**src/rtl/ps2_pkg.sv**
```systemverilog
// Shared PS/2 frame constants and the frame parity check.
package ps2_pkg;

    localparam int unsigned PS2_FRAME_BITS = 11;
    localparam int unsigned PS2_CNT_W      = 4;

    // Scan-code prefixes seen by the keyboard consumer.
    localparam logic [7:0] PS2_BREAK  = 8'hF0;
    localparam logic [7:0] PS2_EXTEND = 8'hE0;

    // Odd parity: the eight data bits together with the parity bit hold an odd number of ones.
    function automatic logic odd_parity_ok(input logic [7:0] data, input logic parity);
        return ^{data, parity};
    endfunction

endpackage

```
**src/rtl/ps2_rx_fifo.sv**
```systemverilog
// Byte FIFO for received scan codes; pointers carry one extra wrap bit.
module ps2_rx_fifo #(
    parameter int unsigned DEPTH = 8
) (
    input  logic       clk_i,
    input  logic       rst_ni,
    input  logic       push_i,
    input  logic [7:0] wdata_i,
    input  logic       pop_i,
    output logic [7:0] rdata_o,
    output logic       empty_o,
    output logic       full_o
);

    localparam int unsigned AW = $clog2(DEPTH);

    logic [AW:0] wr_ptr_q, wr_ptr_d;
    logic [AW:0] rd_ptr_q, rd_ptr_d;
    logic [7:0]  mem_q [DEPTH];
    logic        do_push, do_pop;

    assign empty_o = (wr_ptr_q == rd_ptr_q);
    assign full_o  = (wr_ptr_q[AW] != rd_ptr_q[AW]) &&
                     (wr_ptr_q[AW-1:0] == rd_ptr_q[AW-1:0]);

    // A push into a full FIFO is only accepted when a pop frees the head in the same cycle.
    assign do_pop  = pop_i & ~empty_o;
    assign do_push = push_i & (~full_o | do_pop);

    assign rdata_o = mem_q[rd_ptr_q[AW-1:0]];

    // Pointer next-state.
    always_comb begin
        wr_ptr_d = wr_ptr_q;
        rd_ptr_d = rd_ptr_q;
        if (do_push) begin
            wr_ptr_d = wr_ptr_q + 1'b1;
        end
        if (do_pop) begin
            rd_ptr_d = rd_ptr_q + 1'b1;
        end
    end

    // Pointer state.
    always_ff @(posedge clk_i or negedge rst_ni) begin
        if (!rst_ni) begin
            wr_ptr_q <= '0;
            rd_ptr_q <= '0;
        end else begin
            wr_ptr_q <= wr_ptr_d;
            rd_ptr_q <= rd_ptr_d;
        end
    end

    // Storage; cleared on reset so the head reads 8'h00 out of reset.
    always_ff @(posedge clk_i or negedge rst_ni) begin
        if (!rst_ni) begin
            for (int i = 0; i < int'(DEPTH); i++) begin
                mem_q[i] <= '0;
            end
        end else if (do_push) begin
            mem_q[wr_ptr_q[AW-1:0]] <= wdata_i;
        end
    end

endmodule

```
**src/rtl/ps2_keyboard_rx.sv**
```systemverilog
// PS/2 device-to-host receiver: pin synchroniser, frame deserialiser/checker, scan-code FIFO.
module ps2_keyboard_rx
    import ps2_pkg::*;
#(
    parameter int unsigned FIFO_DEPTH     = 8,
    parameter int unsigned TIMEOUT_CYCLES = 16384
) (
    input  logic       clk,
    input  logic       rst,
    input  logic       ps2_clk,
    input  logic       ps2_data,
    input  logic       ps2read_nextdata,
    output logic [7:0] ps2read_data,
    output logic       ps2read_ready,
    output logic       ps2read_overflow,
    output logic       ps2read_frame_err
);

    localparam int unsigned IDLE_W = $clog2(TIMEOUT_CYCLES + 1);
    localparam logic [PS2_CNT_W-1:0] LAST_BIT = PS2_CNT_W'(PS2_FRAME_BITS - 1);
    localparam logic [IDLE_W-1:0]    IDLE_MAX = IDLE_W'(TIMEOUT_CYCLES - 1);

    logic [2:0]           clk_sync_q;
    logic [2:0]           data_sync_q;
    logic [PS2_CNT_W-1:0] bit_cnt_q, bit_cnt_d;
    logic [9:0]           shift_q, shift_d;
    logic [IDLE_W-1:0]    idle_q, idle_d;
    logic                 overflow_q, overflow_d;
    logic                 frame_err_q, frame_err_d;

    logic       fall;
    logic       data_bit;
    logic       last_bit;
    logic       frame_ok;
    logic       push;
    logic       pop;
    logic       fifo_empty;
    logic       fifo_full;
    logic [7:0] fifo_rdata;

    // Stage 1 is the newer and stage 2 the older synchronised sample of the PS/2 clock.
    assign fall     = clk_sync_q[2] & ~clk_sync_q[1];
    assign data_bit = data_sync_q[1];
    assign last_bit = (bit_cnt_q == LAST_BIT);

    // shift_q holds start (bit 0), data (bits 8:1) and parity (bit 9); the stop bit is live.
    assign frame_ok = ~shift_q[0] & data_bit & odd_parity_ok(shift_q[8:1], shift_q[9]);
    assign push     = fall & last_bit & frame_ok;
    assign pop      = ~fifo_empty & ~ps2read_nextdata;

    assign ps2read_ready     = ~fifo_empty;
    assign ps2read_data      = fifo_rdata;
    assign ps2read_overflow  = overflow_q;
    assign ps2read_frame_err = frame_err_q;

    // Three-flop synchronisers; reset to the idle-high bus level.
    always_ff @(posedge clk or negedge rst) begin
        if (!rst) begin
            clk_sync_q  <= 3'b111;
            data_sync_q <= 3'b111;
        end else begin
            clk_sync_q  <= {clk_sync_q[1:0], ps2_clk};
            data_sync_q <= {data_sync_q[1:0], ps2_data};
        end
    end

    // Frame deserialiser, idle timeout and result flags next-state.
    always_comb begin
        bit_cnt_d   = bit_cnt_q;
        shift_d     = shift_q;
        idle_d      = idle_q;
        overflow_d  = overflow_q | (push & fifo_full & ~pop);
        frame_err_d = fall & last_bit & ~frame_ok;
        if (fall) begin
            idle_d = '0;
            if (last_bit) begin
                bit_cnt_d = '0;
            end else begin
                bit_cnt_d = bit_cnt_q + 1'b1;
                shift_d   = {data_bit, shift_q[9:1]};
            end
        end else if (bit_cnt_q != '0) begin
            // A stalled partial frame is dropped without flagging an error.
            if (idle_q == IDLE_MAX) begin
                bit_cnt_d = '0;
                idle_d    = '0;
            end else begin
                idle_d = idle_q + 1'b1;
            end
        end else begin
            idle_d = '0;
        end
    end

    // Frame and flag state.
    always_ff @(posedge clk or negedge rst) begin
        if (!rst) begin
            bit_cnt_q   <= '0;
            shift_q     <= '0;
            idle_q      <= '0;
            overflow_q  <= 1'b0;
            frame_err_q <= 1'b0;
        end else begin
            bit_cnt_q   <= bit_cnt_d;
            shift_q     <= shift_d;
            idle_q      <= idle_d;
            overflow_q  <= overflow_d;
            frame_err_q <= frame_err_d;
        end
    end

    ps2_rx_fifo #(
        .DEPTH (FIFO_DEPTH)
    ) u_fifo (
        .clk_i   (clk),
        .rst_ni  (rst),
        .push_i  (push),
        .wdata_i (shift_q[8:1]),
        .pop_i   (pop),
        .rdata_o (fifo_rdata),
        .empty_o (fifo_empty),
        .full_o  (fifo_full)
    );

endmodule

```
**config.mk**
```make
export PLATFORM = sky130hd
export DESIGN_NAME = ps2_keyboard_rx
export DESIGN_NICKNAME = d
export VERILOG_FILES = /design/src/rtl/ps2_pkg.sv /design/src/rtl/ps2_rx_fifo.sv /design/src/rtl/ps2_keyboard_rx.sv
export SDC_FILE = /design/constraint.sdc
export NUM_CORES = 1
export LEC_CHECK = 0
export ABC_AREA = 1
export BUFFER_PORTS_ARGS = -buffer_cell sky130_fd_sc_hd__buf_2
export CAP_MARGIN = 20
export CORE_MARGIN = 3
export CORE_UTILIZATION = 45
export CTS_BUF_LIST = sky130_fd_sc_hd__clkbuf_8
export DETAILED_ROUTE_END_ITERATION = 10
export PLACE_DENSITY = 0.68
export SYNTH_ARGS = -nofsm -noshare
export SYNTH_HDL_FRONTEND = slang
export SYNTH_HIERARCHICAL = 1
export SYNTH_SLANG_ARGS = --single-unit
```
**constraint.sdc**
```tcl
create_clock -name clk -period 4.6 [get_ports clk]
set_clock_uncertainty 0.1 [all_clocks]
set_input_delay 1.15 -clock clk [delete_from_list [all_inputs] [get_ports clk]]
set_output_delay 1.15 -clock clk [all_outputs]
set_load 0.05 [all_outputs]
```
==> results of run 1 <==
-- Yosys cell counts (7+ instances only) --
cell / n
o21ai_0: 44
nand4_1: 69
inv_1: 38
clkbuf_1: 12
nor2_1: 53
dfrtp_1: 103
buf_6: 10
nand2_1: 222
clkbuf_2: 8
xnor2_1: 7
o22ai_1: 16
nor3_2: 7
a21oi_1: 7
nand3_1: 17
-- sequential cells by signal (all words and copies together) (netlist names) --
signal and flops:
data_sync_q 2, idle_q 15, bit_cnt_q 4, clk_sync_q 3
ps2read_overflow 1, u_fifo/wr_ptr_q 4, u_fifo/rd_ptr_q 4, shift_q 10
u_fifo/mem_q 64, ps2read_frame_err 1
-- power by group through the flow --
stage | clock network [mW] | registers (mW) | logic [mW]
global route | 0.670 | 1.24 | 1.21
CTS | 0.634 | 1.22 | 1.08
global placement | 0 | 1.23 | 1.07
detailed placement | 0 | 1.24 | 1.08
floorplan | 0 | 1.10 | 0.954
finish | 0.615 | 1.22 | 1.09
-- area by class of cell --
cell class                      instances  area, um^2  area share
Timing Repair Buffer                   20         128      0.0216
Sequential cell                       108        2710       0.458
Inverter                               43         166      0.0281
Tap cell                              168         210      0.0356
Clock inverter                          7        85.1      0.0144
Multi-Input combinational cell        485        2490       0.421
Clock buffer                            9         124      0.0210
-- through the flow --
step,instance area [um^2],worst slack (ps),power (mW)
finish,5910,1180,2.93
global route,5910,891,3.12
CTS,5910,1180,2.94
detailed placement,5700,1330,2.32
global placement,5700,1470,2.30
floorplan,5610,1850,2.06
-- layout by cell type, fill, tap and decap left out, drive strengths merged, types with 2 or more instances in the layout --
master,count
nand2,225
dfrtp,103
nand4,70
nor2,55
o21ai,49
inv,46
nand3,25
buf,20
o22ai,16
nor3,12
clkbuf,9
xnor2,8
a21oi,7
ha,6
xor2,5
dfstp,5
bufinv,2
clkinv,2
-- path summary, 6_finish.rpt --
| check | from | to | slack (ps) | depth (start not counted) |
|---|---|---|---|---|
| worst min-delay path | clk_sync_q[0] | clk_sync_q[1] | 260 | 0 |
| worst max register to register | u_fifo/rd_ptr_q[1] | u_fifo/mem_q[35] | 1220 | 13 |
| min in group asynchronous | rst | u_fifo/mem_q[25] | 710 | 1 |
| worst min register to register | clk_sync_q[0] | clk_sync_q[1] | 260 | 0 |
| worst max-delay path | u_fifo/rd_ptr_q[1] | ps2read_ready | 1180 | 8 |
| max in group asynchronous | rst | u_fifo/mem_q[57] | 2850 | 2 |
-- routing by layer --
| layer | routed length (um) | vias to the layer above |
|---|---|---|
| met5 | 0 | - |
| met4 | 417 | 0 |
| met3 | 846 | 32 |
| met2 | 6060 | 146 |
| met1 | 5900 | 2167 |
| li1 | - | 2228 |
-- cells by family after synthesis --
kind of cell	count (synthesis)
DFF	108
adders and majority gates	6
AOI/OAI and AO/OA	76
and+or+nand+nor	390
buffers and inverters	83
xor gates and xnor gates	13
==> results.json, run 1 <==
{
  "synthXorXnorAreaFrac": 0.0216,
  "use_met2": 0.310,
  "drive_gt1_frac": 0.107,
  "synth_fa_ha_area_frac": 0.0134,
  "synth_ff_type": "dfrtp_1",
  "cts_sinks": 108,
  "ys_async_sr_fraction": 1.00,
  "yosys.area_share.simple": 0.334,
  "relSlewSlack": 0.402,
  "first_pass_iters": 5,
  "busiest_layer": "met2",
  "antenna_found_initial": 0,
  "p_sw_frac": 0.441,
  "fillers": 1170,
  "syn_nets": 687,
  "postLayoutCoreUtil": 0.488,
  "die_w_um": 118,
  "synth_area_leaders": "dfrtp_1 (46%), nand2_1 (15%), nand4_1 (7.7%)",
  "grt_use_met3": 0.0572,
  "post-place-cells": 824,
  "grt_start_max_net_pins": 77,
  "ctsHoldBuffers": 0,
  "die_h_um": 118,
  "drtAntennaViolNets": 0,
  "crit_fanout": 20,
  "core-area_um2": 12100,
  "p_leak_nw": 2.97,
  "layoutNonFillerInstCount": 840,
  "power_frac_seq": 0.417,
  "path_cells": "inv_2, nand2_1, nand2_2, nor2_4, nand3_1, inv_1, inv_1, buf_2",
  "place_congestion": 0.950,
  "vias_per_cell": 5.44,
  "p_switching_mw": 1.29,
  "finalHoldViolCount": 0,
  "dp_hpwl_um": 8960,
  "grt_pass1_wl_um": 22600,
  "wl_um": 13200,
  "tightest_slew_ps": 895,
  "fmax_mhz": 292,
  "die_area_um2": 13800,
  "postCtsSetupBuffers": 0,
  "cp-start-kind": "flop",
  "synth_edf_count": 0,
  "drc_errors": 0,
  "status": "finished, final reports clean",
  "min_path_type": "flop to flop",
  "synth_area_per_cell_um2": 8.29,
  "finalSetupViolations": 0,
  "drtIter0Drc": 562,
  "seq_area_frac_synth": 0.483,
  "finalMaxSlewViolations": 0,
  "synth_top_family_by_area": "simple AND/OR/NAND/NOR gates",
  "wl_per_cell_um": 15.7,
  "rsz0062_at_grt": "no",
  "cpMostUsedCell": "inv_1",
  "tns_ps": 0,
  "vias": 4573,
  "cts_max_level": 3,
  "clk_latency_ps": 380,
  "power_frac_comb": 0.373,
  "yosys.area.top_type": "dfrtp_1",
  "synth_compound_area_frac": 0.0741,
  "n_antenna_cell": 0,
  "synth_top_area_frac": 0.460,
  "row_count": 40,
  "fin_nets": 678,
  "period_needed_ps": 3420,
  "start_util": 0.463,
  "clockPowerShare": 0.210,
  "syn_inst": 676,
  "syn_to_final_growth_pct": 5.45,
  "crit_type": "flop to primary output",
  "ys_ff_latch": 108,
  "cts_made_buffers": 9,
  "path_buf_inv": 4,
  "grtUsageTotal": 0.202,
  "io-pin-count": 16,
  "clockRootBuffer": "clkbuf_8",
  "power_density_nw_per_um2": 496,
  "grt_pass1_vias": 4502,
  "critPathTopFamily": "flip-flops",
  "overflow": 0,
  "cts_tree": "yes",
  "cts_resized": 0,
  "portBuffers": 15,
  "crit_required_ps": 3350,
  "clk_pin_slew_ps": 100,
  "worstSetupEndpointType": "primary output",
  "holdWs_ps": 261,
  "syn_area_um2": 5610,
  "met1_usage": 0.271,
  "period_share": 0.744,
  "internal_power_mw": 1.64,
  "synthMuxAreaShare": 0,
  "yosys.cell_types.count": 40,
  "cp.arrival_ps": 2170,
  "cp_slowest_stage_delay_ps": 730,
  "clockBufferDepth": 2,
  "yosysWarnings": 6,
  "ir_worst_vdd_mv": 0.288,
  "drv_cap": 0,
  "crit_slowest_cell": "dfrtp_1"
}
(Power assumes the default switching activity.)
==> run 2, diff against run 1 <==
--- a/config.mk
+++ b/config.mk
@@ -12,7 +12,7 @@
 export CORE_UTILIZATION = 45
 export CTS_BUF_LIST = sky130_fd_sc_hd__clkbuf_8
 export DETAILED_ROUTE_END_ITERATION = 10
-export PLACE_DENSITY = 0.68
+export PLACE_DENSITY = 0.7
 export SYNTH_ARGS = -nofsm -noshare
 export SYNTH_HDL_FRONTEND = slang
 export SYNTH_HIERARCHICAL = 1
==> constraint.sdc (replaced) <==
create_clock -name clk -period 2.85 [get_ports clk]
set_clock_uncertainty 0.1 [all_clocks]
set_input_delay 0.7125 -clock clk [delete_from_list [all_inputs] [get_ports clk]]
set_output_delay 0.7125 -clock clk [all_outputs]
set_load 0.05 [all_outputs]
==> run 2 against run 1 <==
Net effect: sequential power rose by 51%; register-to-register slack got worse by 910 ps; worst setup slack got worse by 1000 ps; hold slack got worse by 100 ps; sequential share of layout area fell by 0.98 points; core utilization rose by 1.1 points; first-iteration DRC count fell by 29%; via count rose by 2.7%; total power rose by 65%; count of clock-buffer cells in the layout rose by 4; largest power group is now combinational logic; non-clock buffer count rose by 12.
==> results.json, run 2 (synthesized netlist as in run 1, its figures left out) <==
{
  "postLayoutCoreUtil": 0.499,
  "cp_slowest_stage_delay_ps": 420,
  "clockRootBuffer": "clkbuf_8",
  "drtAntennaViolNets": 0,
  "crit_type": "flop to primary output",
  "crit_slowest_cell": "dfrtp_1",
  "critPathTopFamily": "buffers and inverters",
  "p_leak_nw": 3.04,
  "path_cells": "buf_6, o21ai_0, o22ai_1, nand2_1, nand2_1, buf_2",
  "clk_pin_slew_ps": 100,
  "wl_met1_um": 5790,
  "clockBufferDepth": 2,
  "row_count": 40,
  "cts_made_buffers": 9,
  "die_area_um2": 13800,
  "cts_tree": "yes",
  "place_area_um2": 5820,
  "overflow": 0,
  "wl_um": 12900,
  "rsz0062_at_grt": "no",
  "vias": 4697,
  "die_h_um": 118,
  "cp.arrival_ps": 1900,
  "core-area_um2": 12100,
  "p_total_mw": 4.85,
  "largest_reg_flops": 64,
  "status": "finished, final reports clean",
  "cp-start-kind": "flop",
  "met3_length_um": 834,
  "final_common_cell": "nand2_1",
  "io-pin-count": 16,
  "syn_to_final_growth_pct": 7.81,
  "clk_latency_ps": 380,
  "holdWs_ps": 158,
  "finalMaxSlewViolations": 0,
  "fmax_mhz": 369,
  "setup.worst_path.start": "u_fifo/rd_ptr_q[0]",
  "vias_per_cell": 5.51,
  "dr.max_layer_used": "met4",
  "design_area_um2": 6040,
  "tns_ps": 0,
  "fin_nets": 690,
  "power_frac_comb": 0.412,
  "clockPowerShare": 0.210,
  "place_congestion": 0.888,
  "path_buf_inv": 2,
  "die_w_um": 118,
  "regMostFlops": "u_fifo/mem_q",
  "antenna_found_initial": 0,
  "drtIter0Drc": 397,
  "cpMostUsedCell": "nand2_1",
  "first_pass_iters": 5,
  "grt_pass1_wl_um": 22100,
  "worstSetupEndpointType": "primary output",
  "drv_cap": 0,
  "grt_start_max_net_pins": 55,
  "cp_num_cells": 6,
  "n_antenna_cell": 0,
  "cts_sinks": 108,
  "ctsHoldBuffers": 0,
  "ff2ff_path_depth": 14,
  "wl_per_cell_um": 15.1,
  "period_needed_ps": 2710,
  "p_sw_frac": 0.434,
  "grtUsageTotal": 0.195,
  "portBuffers": 15,
  "reg.largest.list": "u_fifo/mem_q: 64 flops, idle_q: 15 flops, shift_q: 10 flops",
  "dr_wl_met2_um": 5970,
  "ir_worst_vdd_mv": 0.354,
  "internal_power_mw": 2.75,
  "crit_required_ps": 2040,
  "drc_errors": 0,
  "grt_pass1_vias": 4437,
  "final_cell_mix": "nand2_1 (222), dfrtp_1 (102), nand4_1 (69), nor2_1 (52), o21ai_0 (44)",
  "cts_max_level": 3,
  "r2r_start": "shift_q[7]",
  "period_share": 0.951,
  "dp_hpwl_um": 8760,
  "power_density_nw_per_um2": 803,
  "power_frac_seq": 0.378,
  "drive_gt1_frac": 0.129,
  "fillers": 1143,
  "crit_fanout": 34,
  "finalSetupViolations": 0,
  "tightest_slew_ps": 842,
  "finalHoldViolCount": 0,
  "p_switching_mw": 2.11,
  "start_util": 0.463,
  "relSlewSlack": 0.435,
  "min_path_type": "input port to asynchronous set/reset pin"
}
-- run 2: changes by cell type in the layout (fill, tap and decap cells not counted), sizes merged --
| cell | change |
|---|---|
| clkinvlp | +1 |
| buf | +12 |
| inv | -3 |
| clkinv | -1 |
| bufinv | -1 |
| clkbuf | +4 |
-- run 2: power groups by stage --
stage                     combinational [mW]  sequential [mW]  clock (mW)
after floorplan                         1.54             1.78           0
after global placement                  1.94             1.85           0
after detailed placement                1.98             1.86           0
after CTS                               1.99             1.83        1.05
after global routing                    2.20             1.86        1.12
final                                   2.00             1.84        1.02
-- run 2: layer usage --
layer | vias up | global-route usage
met3 | 20 | 0.0548
met4 | 0 | 0.0520
met2 | 168 | 0.308
li1 | 2262 | -
met1 | 2247 | 0.265
met5 | - | 0
-- run 2: stage by stage --
| step | setup WS [ps] | cells |
|---|---|---|
| floorplan | 539 | 676 |
| global placement | 375 | 836 |
| detailed placement | 303 | 836 |
| CTS | 39.2 | 852 |
| global route | 9.47 | 852 |
| finish | 139 | 852 |
-- run 2: layout make-up --
type,instances,area (um^2),share of cell area
Clock buffer,13,179,0.0296
Multi-Input combinational cell,485,2490,0.412
Tap cell,168,210,0.0348
Timing Repair Buffer,32,246,0.0408
Sequential cell,108,2710,0.448
Inverter,43,166,0.0275
Clock inverter,3,42.5,0.00704
-- run 2: worst paths after layout --
| path | endpoint | slack, ps |
|---|---|---|
| hold reg to reg | clk_sync_q[1] | 260 |
| setup / recovery | ps2read_data[1] | 140 |
| max in group asynchronous | clk_sync_q[0] | 1770 |
| hold / removal | u_fifo/mem_q[15] | 160 |
| min in group clk | clk_sync_q[1] | 260 |
| setup reg to reg | u_fifo/mem_q[13] | 310 |
-- run 2: worst reg2reg max path: stages (launching register included) --
cell	delay [ps]
dfrtp_1	610
inv_1	130
nand2_1	80
nand2_1	50
nand2_1	80
nand3_1	100
nand2_1	90
nand2_1	50
nand2_1	90
nand2_1	90
nor2_4	340
buf_4	290
nand3_4	170
nand2_1	130
nand2_1	60
-- run 2: what timing repair did --
action	in CTS	in global routing
gates resized for setup	0	2
endpoints found under the hold margin	0	0
endpoints found under the setup margin	0	9
setup buffers	0	0
==> run 3, diff against run 2 <==
--- a/config.mk
+++ b/config.mk
@@ -8,7 +8,7 @@
 export ABC_AREA = 1
 export BUFFER_PORTS_ARGS = -buffer_cell sky130_fd_sc_hd__buf_2
 export CAP_MARGIN = 20
-export CORE_MARGIN = 3
+export CORE_MARGIN = 5
 export CORE_UTILIZATION = 45
 export CTS_BUF_LIST = sky130_fd_sc_hd__clkbuf_8
 export DETAILED_ROUTE_END_ITERATION = 10
==> run 3 against run 2 <==
Net effect: non-clock buffer count shrank 2; maximum frequency shrank 0.81%; first-iteration DRC count grew 30%; wire length grew 1.3%; largest cell class unchanged; via count shrank 0.26%; worst setup slack lost 22 ps; largest power group unchanged; count of clock-buffer cells in the layout shrank 2.
==> results.json, run 3 (synthesized netlist as in run 1, its figures left out) <==
{
  "p_switching_mw": 2.10,
  "status": "finished, final reports clean",
  "drtIter0Drc": 518,
  "grt_pass1_vias": 4641,
  "cts_made_buffers": 9,
  "grt_pass1_wl_um": 22400,
  "design_area_um2": 6010,
  "met3_length_um": 712,
  "clockPowerShare": 0.186,
  "holdWs_ps": 171,
  "cp-start-kind": "flop",
  "grt_start_max_net_pins": 54,
  "cts_tree": "yes",
  "clockBufferDepth": 2,
  "finalMaxSlewViolations": 0,
  "drv_cap": 0,
  "wl_met1_um": 5880,
  "drive_gt1_frac": 0.126,
  "wl_per_cell_um": 15.3,
  "regMostFlops": "u_fifo/mem_q",
  "antenna_found_initial": 0,
  "die_area_um2": 14800,
  "first_pass_iters": 5,
  "grtUsageTotal": 0.187,
  "regToRegEndpoint": "u_fifo/mem_q[63]",
  "cts_max_level": 3,
  "io-pin-count": 16,
  "place_congestion": 0.908,
  "relSlewSlack": 0.418,
  "crit_type": "flop to primary output",
  "power_density_nw_per_um2": 783,
  "drc_errors": 0,
  "crit_required_ps": 2040,
  "clk_latency_ps": 380,
  "tightest_slew_ps": 868,
  "fillers": 1184,
  "period_share": 0.959,
  "ff2ff_path_depth": 13,
  "final_cell_mix": "nand2_1 (222), dfrtp_1 (100), nand4_1 (69), nor2_1 (52), o21ai_0 (44)",
  "place_area_um2": 5820,
  "ctsHoldBuffers": 0,
  "vias_per_cell": 5.51,
  "power_frac_comb": 0.422,
  "p_leak_nw": 3.01,
  "tns_ps": 0,
  "post-place-cells": 834,
  "dr_wl_met2_um": 6140,
  "n_antenna_cell": 0,
  "syn_to_final_growth_pct": 7.14,
  "r2r_start": "u_fifo/rd_ptr_q[1]",
  "drtAntennaViolNets": 0,
  "internal_power_mw": 2.61,
  "start_util": 0.463,
  "crit_fanout": 18,
  "overflow": 0,
  "portBuffers": 15,
  "fmax_mhz": 366,
  "reg.largest.list": "u_fifo/mem_q: 64 flops, idle_q: 15 flops, shift_q: 10 flops",
  "seqCellArea_um2": 2710,
  "finalHoldViolCount": 0,
  "vias": 4685,
  "dr.max_layer_used": "met4",
  "die_h_um": 122,
  "finalSetupViolations": 0,
  "p_sw_frac": 0.446,
  "min_path_type": "input port to asynchronous set/reset pin",
  "row_count": 40,
  "ir_worst_vdd_mv": 0.318,
  "period_needed_ps": 2730,
  "fin_nets": 688,
  "wl_um": 13000,
  "cts_sinks": 108,
  "worstSetupEndpointType": "primary output",
  "cp.arrival_ps": 1920,
  "clk_pin_slew_ps": 100,
  "die_w_um": 122,
  "final_common_cell": "nand2_1",
  "p_total_mw": 4.70,
  "layoutNonFillerInstCount": 850,
  "largest_reg_flops": 64,
  "power_frac_seq": 0.393,
  "core-area_um2": 12100,
  "dp_hpwl_um": 8890,
  "multi_input_comb_area_um2": 2490,
  "rsz0062_at_grt": "no",
  "reg2reg_slack_ps": 290,
  "clockRootBuffer": "clkbuf_8"
}
[run 3: cell types whose count changed in the layout (fill, tap and decap cells not counted), sizes merged]
cell      change
buf           -2
clkbuf        -2
clkinvlp      +2
inv           +2
bufinv        -1
clkinv        -1
[run 3: critical path, cell delays in order, from the launching register on]
cell     delay [ps]
dfrtp_1         460
inv_2           240
o21ai_0         170
o22ai_1         240
nand2_1         100
nand2_1          80
buf_2           260
[run 3: metal layers]
metal  GRT usage  vias up
li1            -     2257
met1       0.250     2272
met2       0.307      133
met3      0.0371       23
met4      0.0588        0
met5           0        -
[run 3: what timing repair did]
action	4_1_cts	5_1_grt
resized for setup	0	5
setup buffers	0	0
endpoints found under the setup margin	0	53
[run 3: worst max path at each step]
| stage | startpoint | to | slack (ps) | depth (start not counted) |
|---|---|---|---|---|
| after global placement | shift_q[8] | u_fifo/mem_q[14] | 270 | 12 |
| final | u_fifo/rd_ptr_q[1] | ps2read_data[1] | 120 | 6 |
| after CTS | u_fifo/rd_ptr_q[0] | ps2read_data[1] | 140 | 7 |
| after floorplan | u_fifo/rd_ptr_q[0] | ps2read_data[6] | 540 | 7 |
| after global routing | u_fifo/rd_ptr_q[1] | ps2read_data[5] | 3 | 6 |
| after detailed placement | shift_q[6] | u_fifo/mem_q[14] | 260 | 14 |
[run 3: cell type report]
type                            count  share of cell area
Sequential cell                   108               0.452
Inverter                           43              0.0281
Multi-Input combinational cell    485               0.414
Clock buffer                       11              0.0252
Timing Repair Buffer               30              0.0406
Clock inverter                      5             0.00500
Tap cell                          168              0.0350
[run 3: power groups by stage]
| stage | registers [mW] | clock network [mW] | logic (mW) |
|---|---|---|---|
| detailed placement | 1.87 | 0 | 1.95 |
| finish | 1.85 | 0.874 | 1.98 |
| global route | 1.87 | 0.950 | 2.20 |
| global placement | 1.86 | 0 | 1.93 |
| CTS | 1.84 | 0.897 | 1.96 |
| floorplan | 1.78 | 0 | 1.54 |
[run 3: metrics by stage]
stage          setup WS, ps   util
4_1_cts                 141  0.495
5_1_grt                3.12  0.496
3_3_place_gp            267  0.480
6_report                117  0.496
3_5_place_dp            260  0.480
2_1_floorplan           539      -
